<file path="src/rtl/y86_seq_controller.sv">
// y86_seq_controller
// Multi-cycle stage sequencer for the sequential Y86-64 datapath. It walks
// FETCH -> DECODE -> EXECUTE -> [MEMORY] -> WRITEBACK -> PCUPD and retires
// one instruction per pass. It owns the PC, the condition codes, the
// processor status and the retired-instruction counter. It also drives the
// memory request strobes and the register-file write strobe.
module y86_seq_controller #(
   parameter logic [63:0] RESET_PC    = 64'd64,
   parameter int          MEM_TIMEOUT = 16,
   parameter int          CNT_WIDTH   = 32
) (
   input  logic                 clk,
   input  logic                 reset,
   input  logic [3:0]           icode,
   input  logic [3:0]           ifun,
   input  logic                 valid_instruction,
   input  logic                 valid_memory,
   input  logic [63:0]          valP,
   input  logic [63:0]          valC,
   input  logic [63:0]          valM,
   input  logic                 cnd,
   input  logic [2:0]           out_CC,
   input  logic                 mem_ready,
   input  logic                 mem_error,
   output logic [63:0]          PC,
   output logic [2:0]           in_CC,
   output logic [2:0]           stage,
   output logic                 mem_rd,
   output logic                 mem_wr,
   output logic                 reg_we,
   output logic [2:0]           stat,
   output logic                 halted,
   output logic [CNT_WIDTH-1:0] instr_count
);

   typedef enum logic [2:0] {
      S_FETCH     = 3'd0,
      S_DECODE    = 3'd1,
      S_EXECUTE   = 3'd2,
      S_MEMORY    = 3'd3,
      S_WRITEBACK = 3'd4,
      S_PCUPD     = 3'd5,
      S_HALT      = 3'd6
   } state_t;

   localparam logic [2:0] STAT_AOK = 3'd1;
   localparam logic [2:0] STAT_HLT = 3'd2;
   localparam logic [2:0] STAT_ADR = 3'd3;
   localparam logic [2:0] STAT_INS = 3'd4;

   localparam logic [3:0] I_HALT   = 4'h0;
   localparam logic [3:0] I_CMOVXX = 4'h2;
   localparam logic [3:0] I_IRMOVQ = 4'h3;
   localparam logic [3:0] I_RMMOVQ = 4'h4;
   localparam logic [3:0] I_MRMOVQ = 4'h5;
   localparam logic [3:0] I_OPQ    = 4'h6;
   localparam logic [3:0] I_JXX    = 4'h7;
   localparam logic [3:0] I_CALL   = 4'h8;
   localparam logic [3:0] I_RET    = 4'h9;
   localparam logic [3:0] I_PUSHQ  = 4'hA;
   localparam logic [3:0] I_POPQ   = 4'hB;

   // The timeout counter only has to reach MEM_TIMEOUT-1, its last waiting cycle.
   localparam int TW = (MEM_TIMEOUT > 1) ? $clog2(MEM_TIMEOUT) : 1;
   localparam logic [TW-1:0] TMO_LAST = TW'(MEM_TIMEOUT - 1);

   state_t                 r_state;
   logic [63:0]            r_pc;
   logic [2:0]             r_cc;
   logic [2:0]             r_stat;
   logic [CNT_WIDTH-1:0]   r_icount;
   logic [TW-1:0]          r_tmo;

   logic                   w_is_wr;
   logic                   w_is_rd;
   logic                   w_writes_reg;
   logic [63:0]            w_pc_next;
   logic                   w_unused;

   // ifun selects the ALU op or condition downstream; sequencing ignores it.
   assign w_unused = ^ifun;

   // Decode the instruction classes used for sequencing and strobes.
   always_comb begin
      w_is_wr      = (icode == I_RMMOVQ) || (icode == I_CALL) || (icode == I_PUSHQ);
      w_is_rd      = (icode == I_MRMOVQ) || (icode == I_RET)  || (icode == I_POPQ);
      w_writes_reg = 1'b0;
      case (icode)
         I_CMOVXX:                             w_writes_reg = cnd;
         I_IRMOVQ, I_MRMOVQ, I_OPQ,
         I_CALL, I_RET, I_PUSHQ, I_POPQ:       w_writes_reg = 1'b1;
         default:                              w_writes_reg = 1'b0;
      endcase
   end

   // Select the PC of the next instruction. All arithmetic wraps at 64 bits.
   always_comb begin
      w_pc_next = valP;
      case (icode)
         I_JXX:   w_pc_next = cnd ? valC : valP;
         I_CALL:  w_pc_next = valC;
         I_RET:   w_pc_next = valM;
         default: w_pc_next = valP;
      endcase
   end

   // Stage FSM together with the architectural state it owns.
   always_ff @(posedge clk) begin
      if (reset) begin
         r_state  <= S_FETCH;
         r_pc     <= RESET_PC;
         r_cc     <= 3'b100;
         r_stat   <= STAT_AOK;
         r_icount <= '0;
         r_tmo    <= '0;
      end else begin
         case (r_state)
            S_FETCH: begin
               // Faults leave the PC pointing at the offending instruction.
               if (!valid_memory) begin
                  r_stat  <= STAT_ADR;
                  r_state <= S_HALT;
               end else if (!valid_instruction) begin
                  r_stat  <= STAT_INS;
                  r_state <= S_HALT;
               end else if (icode == I_HALT) begin
                  r_stat  <= STAT_HLT;
                  r_state <= S_HALT;
               end else begin
                  r_state <= S_DECODE;
               end
            end
            S_DECODE: begin
               r_state <= S_EXECUTE;
            end
            S_EXECUTE: begin
               if (icode == I_OPQ) begin
                  r_cc <= out_CC;
               end
               if (w_is_wr || w_is_rd) begin
                  r_tmo   <= '0;
                  r_state <= S_MEMORY;
               end else begin
                  r_state <= S_WRITEBACK;
               end
            end
            S_MEMORY: begin
               // A ready that shows up on the last waiting cycle still wins.
               if (mem_ready) begin
                  if (mem_error) begin
                     r_stat  <= STAT_ADR;
                     r_state <= S_HALT;
                  end else begin
                     r_state <= S_WRITEBACK;
                  end
               end else if (r_tmo == TMO_LAST) begin
                  r_stat  <= STAT_ADR;
                  r_state <= S_HALT;
               end else begin
                  r_tmo <= r_tmo + TW'(1);
               end
            end
            S_WRITEBACK: begin
               r_state <= S_PCUPD;
            end
            S_PCUPD: begin
               r_pc     <= w_pc_next;
               r_icount <= r_icount + CNT_WIDTH'(1);
               r_state  <= S_FETCH;
            end
            S_HALT: begin
               r_state <= S_HALT;
            end
            default: begin
               r_state <= S_HALT;
            end
         endcase
      end
   end

   // Strobes follow the current state, so they drop as soon as the state leaves MEMORY or WRITEBACK.
   always_comb begin
      mem_wr = (r_state == S_MEMORY)    && w_is_wr;
      mem_rd = (r_state == S_MEMORY)    && w_is_rd;
      reg_we = (r_state == S_WRITEBACK) && w_writes_reg;
      halted = (r_state == S_HALT);
   end

   assign PC          = r_pc;
   assign in_CC       = r_cc;
   assign stage       = r_state;
   assign stat        = r_stat;
   assign instr_count = r_icount;

endmodule

</file>
<file path="config.mk">
export PLATFORM = sky130hd
export DESIGN_NAME = y86_seq_controller
export DESIGN_NICKNAME = d
export VERILOG_FILES = /design/src/rtl/y86_seq_controller.sv
export SDC_FILE = /design/constraint.sdc
export NUM_CORES = 1
export LEC_CHECK = 0
export ABC_CLOCK_PERIOD_IN_PS = 1600
export BUFFER_PORTS_ARGS = -buffer_cell sky130_fd_sc_hd__clkbuf_2
export CAP_MARGIN = 15
export CORE_AREA = 2 2 123 125
export CTS_BUF_LIST = sky130_fd_sc_hd__clkbuf_8 sky130_fd_sc_hd__clkbuf_16
export CTS_CLUSTER_DIAMETER = 40
export DETAILED_ROUTE_END_ITERATION = 10
export DIE_AREA = 0 0 125 127
export PLACE_DENSITY = 0.73
export SLEW_MARGIN = 20
export SYNTH_ARGS = -nofsm -noshare
export SYNTH_HDL_FRONTEND = slang
export SYNTH_SLANG_ARGS = --single-unit
</file>
<file path="constraint.sdc">
create_clock -name clk -period 1.6 [get_ports clk]
set_input_delay 0.32 -clock clk [delete_from_list [all_inputs] [get_ports clk]]
set_output_delay 0.32 -clock clk [all_outputs]
set_load 0.01 [all_outputs]
</file>
==> Word-level counts from Yosys, hierarchy flattened <==
Index checks and enable logic that the tools add are counted.
{ "word_totals": {"register_bits": 109, "inputBits": 210, "output_inout_bits": 109, "elab_cells": 69} }
{ "classes": {"add_sub_neg": 2, "n_eq_ne": 23, "muxes": 22, "n_reduce_logical": 16} }
{ "op_table": {"columns": ["cell", "count"], "rows": [
  ["$pmux 64 s3", 1],
  ["$mux 64", 1],
  ["$mux 3", 12],
  ["$add 32x1->32 const B", 1],
  ["$eq 4x4->1 const B", 5],
  ["$pmux 3 s6", 1],
  ["$eq 4x3->1 const B", 4],
  ["$mux 4", 3],
  ["$eq 3x3->1 const B", 3],
  ["$eq 4x2->1 const B", 2],
  ["$pmux 4 s2", 1],
  ["$reduce_and 4->1", 2],
  ["$reduce_or 7->1", 1],
  ["$eq 3x2->1 const B", 2],
  ["$ne 2x2->1 const B", 3],
  ["$ne 3x3->1 const B", 2],
  ["$pmux 3 s2", 1],
  ["$logic_or 1x1->1", 5],
  ["$add 4x1->4 const B", 1],
  ["$logic_not 4->1", 1],
  ["$ne 4x4->1 const B", 1],
  ["$reduce_bool 2->1", 2],
  ["$eq 3x1->1 const B", 1],
  ["$logic_and 1x1->1", 3],
  ["4 further kinds", 4]
]} }

==> Logic depth before layout (Yosys ltp) <==
Gate-level depths: netlist of the first run.
{ "logic_depth": {"ltp_word": 6, "depth_mapped": 8, "mapped_depth_nobuf": 5} }

==> Least setup slack after synthesis of the first run <==
Ideal clock, no wire load.
{ "synth_path": {"kind": "register to register", "startpoint": "register r_state[0] (netlist: stage[0])", "endpoint": "register r_icount[31] (netlist: instr_count[31])", "setup_ns": 0.123, "arrival_time_ns": 1.595, "required_time_ns": 1.477, "slack_ns": -0.118, "stages_incl_launch_ff": 7, "path_buffers": 1, "period_less_slack_ns": 1.718, "cell_sequence": "dfxtp_1 buf_2 nand3b_1 nor4_2 nand2_1 nor2_1 mux2_1"} }
{ "synth_between": {"elab_chain_len": 1} }
{ "synth_rtl": {"columns": ["item", "line", "text"], "rows": [
  ["start, declared", "67", "state_t r_state;"],
  ["start signal, assigned", "110", "r_state <= S_FETCH;"],
  ["start signal, assigned", "122", "r_state <= S_HALT;"],
  ["start signal, assigned", "125", "r_state <= S_HALT;"],
  ["$eq 3x3->1", "117", "case (r_state)"],
  ["end signal, assigned", "168", "r_icount <= r_icount + CNT_WIDTH'(1);"],
  ["end, declared", "71", "logic [CNT_WIDTH-1:0] r_icount;"]
]} }
No other way between the ends.
A chain may end at the register's enable or synchronous reset.

==> Worst setup path in the final report of the first run <==
{ "layout_path": {"startpoint": "input icode[2]", "endpoint": "output mem_rd"} }
{ "layout_between": {"elab_chain_len": 4, "elab_cells_between_ends": 6, "cone_classes": "3 x eq/ne; 3 x reduce/logical"} }
{ "layout_rtl": {"columns": ["item", "line", "text"], "rows": [
  ["start, declared", "14", "input logic [3:0] icode,"],
  ["$eq 4x3->1 or $eq 4x4->1 (tied branches)", "86", "w_is_rd = (icode == I_MRMOVQ) || (icode == I_RET) || (icode == I_POPQ);"],
  ["$logic_or 1x1->1", "86", null],
  ["$logic_or 1x1->1 *", "86", null],
  ["$logic_and 1x1->1 *", "184", "mem_rd = (r_state == S_MEMORY) && w_is_rd;"],
  ["end, declared", "28", "output logic mem_rd,"]
]} }
Mark *: on every way between the ends. The rest lies on a longest branch, timed or not.

==> results of run 1 <==
-- final cells by class --
| cell class | instances | area (µm²) |
|---|---|---|
| clock inverters | 4 | 50.05 |
| fillers | 1295 | 6050 |
| flip-flops and latches | 109 | 2210 |
| diodes | 1 | 2.502 |
| repair buffers | 403 | 2497 |
| multi-input cells | 456 | 3115 |
| well taps | 184 | 230.2 |
| clock buffers | 10 | 239.0 |
| inverters | 8 | 30.03 |
-- worst reg2reg max path, cell delays in order, from the launching register on --
cell,delay [ps]
dfxtp_4,360
nand3b_1,180
buf_6,160
nor4_4,250
nand2_1,110
nor2_2,140
mux2_4,310
-- final timing paths --
kind	startpoint	to	slack, ps	depth (start not counted)
max	icode[2]	mem_rd	-90	5
min	valC[57]	PC[57]	190	3
max reg2reg	stage[1]	instr_count[31]	-20	6
min reg2reg	in_CC[2]	in_CC[2]	470	1
-- state kept, by name, indices dropped and copies added (netlist names) --
| register | count |
|---|---|
| PC | 64 |
| in_CC | 3 |
| instr_count | 32 |
| r_tmo | 4 |
| stage | 3 |
| stat | 3 |
-- power by group through the flow --
| stage | clock (mW) | sequential (mW) | combinational (mW) |
|---|---|---|---|
| after floorplan | 0 | 3.11 | 0.623 |
| after global placement | 0 | 3.05 | 1.35 |
| after detailed placement | 0 | 3.05 | 1.36 |
| after CTS | 2.29 | 3.00 | 1.41 |
| after global routing | 2.40 | 3.02 | 1.64 |
| final | 2.26 | 3.00 | 1.50 |
-- through the flow --
step / TNS [ps] / setup WS, ps / power (mW)
after CTS: -237.4 / -88.72 / 6.696
final: -240.5 / -92.74 / 6.758
after global placement: -10850 / -202.4 / 4.397
after global routing: -1535 / -142.1 / 7.057
after detailed placement: -13050 / -247.7 / 4.415
after floorplan: -857.6 / -27.85 / 3.735
-- placed cells by master, fill, tap and decap left out, types with 3 or more instances in the layout --
cell type  count
a21oi_1       11
a21oi_2        3
and4_1         5
or3_1          6
nand2_1       77
xnor2_1       14
a211oi_2       3
a221oi_1      63
buf_6         10
buf_4         65
xor2_1        10
nand3_1        7
nor4_4         7
clkbuf_2     309
mux2i_1        4
nand2b_1       3
nand4_4        4
dfxtp_4        5
clkbuf_16     12
nor2_1       101
dfxtp_2        7
inv_1          7
nor3_4         4
nand4_1        9
buf_2          4
o21ai_0       12
a211oi_1      65
dfxtp_1       97
buf_12        10
and2_1         3
nor3_2         3
-- cell usage after synthesis (all sizes together), types with 2 or more instances --
cell type,instances,area (µm²)
nor4,10,118.9
nand3,9,45.04
inv,8,30.03
a221oi,64,560.5
nand3b,2,27.53
nand2,79,296.5
dfxtp,109,2182
ha,2,25.02
a211oi,68,515.5
and4,7,61.31
nand4,13,132.6
or2,2,12.52
xnor2,15,131.4
mux2i,4,40.04
o21ai,13,65.06
nor3,9,61.31
nand2b,3,18.77
a21oi,14,70.07
buf,32,182.7
clkbuf,25,93.84
and2,3,18.77
or3,8,50.05
xor2,10,87.58
nor2b,2,12.51
nor2,104,392.9
-- cell families after synthesis --
| family | count (synthesis) |
|---|---|
| mux | 5 |
| flops | 109 |
| xor+xnor | 25 |
| buf+inv | 65 |
| simple gates | 255 |
| fa+ha+maj | 2 |
| compound gates | 168 |
-- layer usage --
layer	GRT usage	routed length, µm
met1	0.2802	8233
met2	0.4022	10450
met3	0.05863	1658
met4	0.09477	537
met5	0	0
-- what timing repair did --
action,CTS,global route
endpoints found under the setup margin,33,80
buffers inserted,3,11
endpoints found under the hold margin,0,0
cloned,0,4
gates resized for setup,20,41
pin swaps,9,28
==> flow_summary.yaml, run 1 <==
status:
  status: "finished with violations"
  violations: "setup timing"
clock_tree:
  cts_tree: "built"
  cts_hold_buffers: 0
  cts.clk_slew.worst_paths_ps: 70
  clkSinkCount: 109
  numCtsBuffers: 9
  clockBufferDepth: 2
  cts_root_buf: "clkbuf_16"
  htreeDepth: 3
  clkLatencyLatePin_ps: 350
logic_synthesis:
  synth_mux_area_frac: 0.009546
  synth_simple_gate_area_frac: 0.2386
  synth.avg_cell_area_um2: 8.544
  syn_nets: 841
  post_synth_fa_ha_maj_area_fraction: 0.004657
  async_flop_share: 0
  netlist_instances: 629
  ys_warn_count: 0
  synth-compound-area-share: 0.2433
  synth_xor_area_frac: 0.04075
  yosysUniqueCellTypes: 51
  ys_seq_area_frac: 0.4061
  synthesis.area_um2: 5374
  synth.ff_latch_count: 109
  synth_top_family_by_area: "compound AO/OA/AOI/OAI gates"
  synth_ff_type: "dfxtp_1"
  synth_edf_count: 0
routing:
  drt-initial-drc-count: 427
  drt_pass1_iterations: 5
  drc: 0
  post_drt_wl_per_cell_um: 17.77
  vias_per_cell: 5.442
  via_count: 6394
  ant_nets: 0
  wl_mm: 20.88
setup_path:
  path_class: "in -> out"
  cp_slowest_cell: "or3b_4"
  crit_buf_inv: 3
  end_kind: "output pin"
  crit_family: "simple AND/OR/NAND/NOR gates"
  crit_fanout: 4
  crit_arrival_ps: 1370
  crit_path_cell_trace: "clkbuf_2 -> buf_6 -> or3b_4 -> a211oi_2 -> buf_2"
  required_ps: 1280
  start_kind: "input port"
  max_stage_delay_ps: 410
power_and_ir_drop:
  irDropWorstVdd_mv: 0.5923
  powerDensity_nw_per_um2: 807.0
  power.switching_mw: 1.908
  cell_internal_pwr_mw: 4.850
  p_leak_nw: 3.755
  clkPwrFrac: 0.334
  p_seq_frac: 0.444
  pwr-share-comb: 0.222
  swShare: 0.2823
cells_and_area:
  final_nets: 1199
  syn_to_final_growth_pct: 55.83
  layout-drive-gt1-share: 0.4869
  fin_util: 0.5806
  fin_area_um2: 8374
  fin_cells: 1175
sta:
  fin_crit_sh: 1.058
  finClkSkew_ps: 5.886
  fmax_mhz: 590.8
  rsz0062_at_grt: "yes"
  fin_crit_ps: 1693
  relSlewSlack: 0.7174
  hold_ws_ps: 187.5
  setup_ws_ps: -92.74
  setup_violations: 5
  final_hold_viol_count: 0
  worst_slew_pin_slew_ps: 424.0
  drv_slew: 0
floorplan:
  core_region_area_um2: 14420
  die_y_um: 127
  num_rows: 44
  die_area_um2: 15880
  die_x_um: 125
  ios: 319
  start_util: 0.3726
grt:
  track_usage: 0.2336
  grt_first_pass_wirelength_mm: 30.14
  grt_pass1_vias: 5889
  overflow: 0
  antenna_found_initial: 1
  grt_max_degree: 63
placement:
  place_area_um2: 7664
  placed_cells: 1144
  io_buffers: 314
  dp_hpwl_mm: 14.58
  gp_congestion: 0.8714
worst_hold_path:
  hp-class: "in -> reg"
job:
  cap_violations: 0
Power figures use the tool's default switching activity.
==> run 2, diff against run 1 <==
--- a/config.mk
+++ b/config.mk
@@ -14,6 +14,7 @@
 export DETAILED_ROUTE_END_ITERATION = 10
 export DIE_AREA = 0 0 125 127
 export PLACE_DENSITY = 0.73
+export REMOVE_ABC_BUFFERS = 1
 export SLEW_MARGIN = 20
 export SYNTH_ARGS = -nofsm -noshare
 export SYNTH_HDL_FRONTEND = slang
==> flow_summary.yaml, run 2 (synthesis gave the netlist of run 1 again) <==
routing:
  ant_nets: 0
  drt_pass1_iterations: 4
  drc: 0
  vias_per_cell: 5.374
  via_count: 6336
  drt-initial-drc-count: 233
  wl_mm: 20.42
  post_drt_wl_per_cell_um: 17.32
cells_and_area:
  fin_area_um2: 8457
  n_antenna_cell: 0
  layout_common_cells: "309 x clkbuf_2, 101 x nor2_1, 97 x dfxtp_1"
  n_fill_cell: 1280
  layout-drive-gt1-share: 0.5015
  largest_reg_flops: 64
  layout_commonest_cell: "clkbuf_2"
  final_nets: 1202
  syn_to_final_growth_pct: 57.37
floorplan:
  die_y_um: 127
  die_x_um: 125
  start_util: 0.3726
  num_rows: 44
  die_area_um2: 15880
  core_region_area_um2: 14420
  ios: 319
worst_hold_path:
  holdCritStartpoint: "valC[10]"
  hp-class: "in -> reg"
clock_tree:
  clockBufferDepth: 2
  htreeDepth: 3
  numCtsBuffers: 9
  cts_tree: "built"
  cts_hold_buffers: 0
  cts.clk_slew.worst_paths_ps: 70
  clkLatencyLatePin_ps: 350
  cts_root_buf: "clkbuf_16"
  clkSinkCount: 109
sta:
  drv_slew: 0
  fin_crit_sh: 1.069
  worst_slew_pin_slew_ps: 375.8
  setup_violations: 13
  fin_crit_ps: 1711
  fmax_mhz: 584.6
  hold_ws_ps: 186.1
  rsz0062_at_grt: "yes"
  finClkSkew_ps: 5.418
  fin_setup_tns_ps: -623.9
  setup_ws_ps: -110.7
  relSlewSlack: 0.7495
  final_hold_viol_count: 0
power_and_ir_drop:
  powerDensity_nw_per_um2: 811.0
  p_leak_nw: 3.854
  clkPwrFrac: 0.342
  pwr-share-comb: 0.220
  p_seq_frac: 0.438
  cell_internal_pwr_mw: 4.935
  power.switching_mw: 1.923
  swShare: 0.2804
  irDropWorstVdd_mv: 0.6295
placement:
  gp_congestion: 0.8520
  place_area_um2: 7527
  post-place-ws_ps: -196.2
  io_buffers: 314
  dp_hpwl_mm: 14.19
grt:
  grt_first_pass_wirelength_mm: 29.90
  grt_max_degree: 65
  antenna_found_initial: 0
  grt_pass1_vias: 5891
  overflow: 0
  track_usage: 0.2316
setup_path:
  cp-startpoint: "stage[1]"
  crit_fanout: 5
  crit_arrival_ps: 1390
  start_kind: "flop"
  path_class: "reg -> out"
  r2r-start: "stage[0]"
  end_kind: "output pin"
  required_ps: 1280
status:
  violations: "setup timing"
  status: "finished with violations"
job:
  cap_violations: 0
==> run 2: changes by cell type in the layout (fill, tap and decap cells not counted), moves of 3 or more <==
cell	previous run	this run
a221oi_1	63	44
a221oi_2	1	19
and4_4	0	3
buf_4	65	71
==> run 2: layout make-up <==
class	count	area (µm²)	share of cell area
Timing Repair Buffer	404	2426	0.2869
Tap cell	184	230.2	0.02722
Sequential cell	109	2207	0.2610
Multi-Input combinational cell	458	3251	0.3844
Clock inverter	4	46.29	0.005474
Clock buffer	12	266.5	0.03151
Inverter	8	30.03	0.003551
==> run 2: stage by stage <==
stage / power, mW / cells / util
floorplan: 3.633 / 572 / -
global route: 7.154 / 1179 / 0.5863
global placement: 4.382 / 1138 / 0.5219
detailed placement: 4.408 / 1138 / 0.5219
CTS: 6.797 / 1156 / 0.5533
finish: 6.858 / 1179 / 0.5863
==> run 2: worst paths after layout <==
check	endpoint	slack (ps)	cells past startpoint
max	mem_rd	-110	5
min	PC[10]	190	3
max reg2reg	r_tmo[3]	-80	6
min reg2reg	in_CC[2]	470	1
==> run 2: worst max-delay path: stages (launching register included) <==
cell and delay [ps]:
dfxtp_4 370, buf_4 130, nand3b_4 90, buf_6 140, a211oi_2 160, buf_2 170
==> run 2: metal layers <==
| layer | GRT usage | wire, µm | vias to the layer above |
|---|---|---|---|
| met5 | 0 | 0 | - |
| met4 | 0.08105 | 528 | 0 |
| met3 | 0.07245 | 1429 | 37 |
| met2 | 0.4124 | 10560 | 234 |
| met1 | 0.2628 | 7907 | 3006 |
| li1 | - | - | 3059 |
==> run 2: timing repair <==
item                       in CTS  in global routing
cloned                          1                  4
pin swaps                       6                 19
gates resized for setup        26                 60
setup endpoints to repair      65                 89
buffers inserted                1                 21
==> run 2: power by group through the flow <==
stage	sequential, mW	combinational, mW	clock, mW
2_1_floorplan	3.14	0.497	0
3_3_place_gp	3.05	1.33	0
3_5_place_dp	3.06	1.35	0
4_1_cts	3.00	1.41	2.39
5_1_grt	3.02	1.64	2.49
6_report	3.00	1.51	2.34
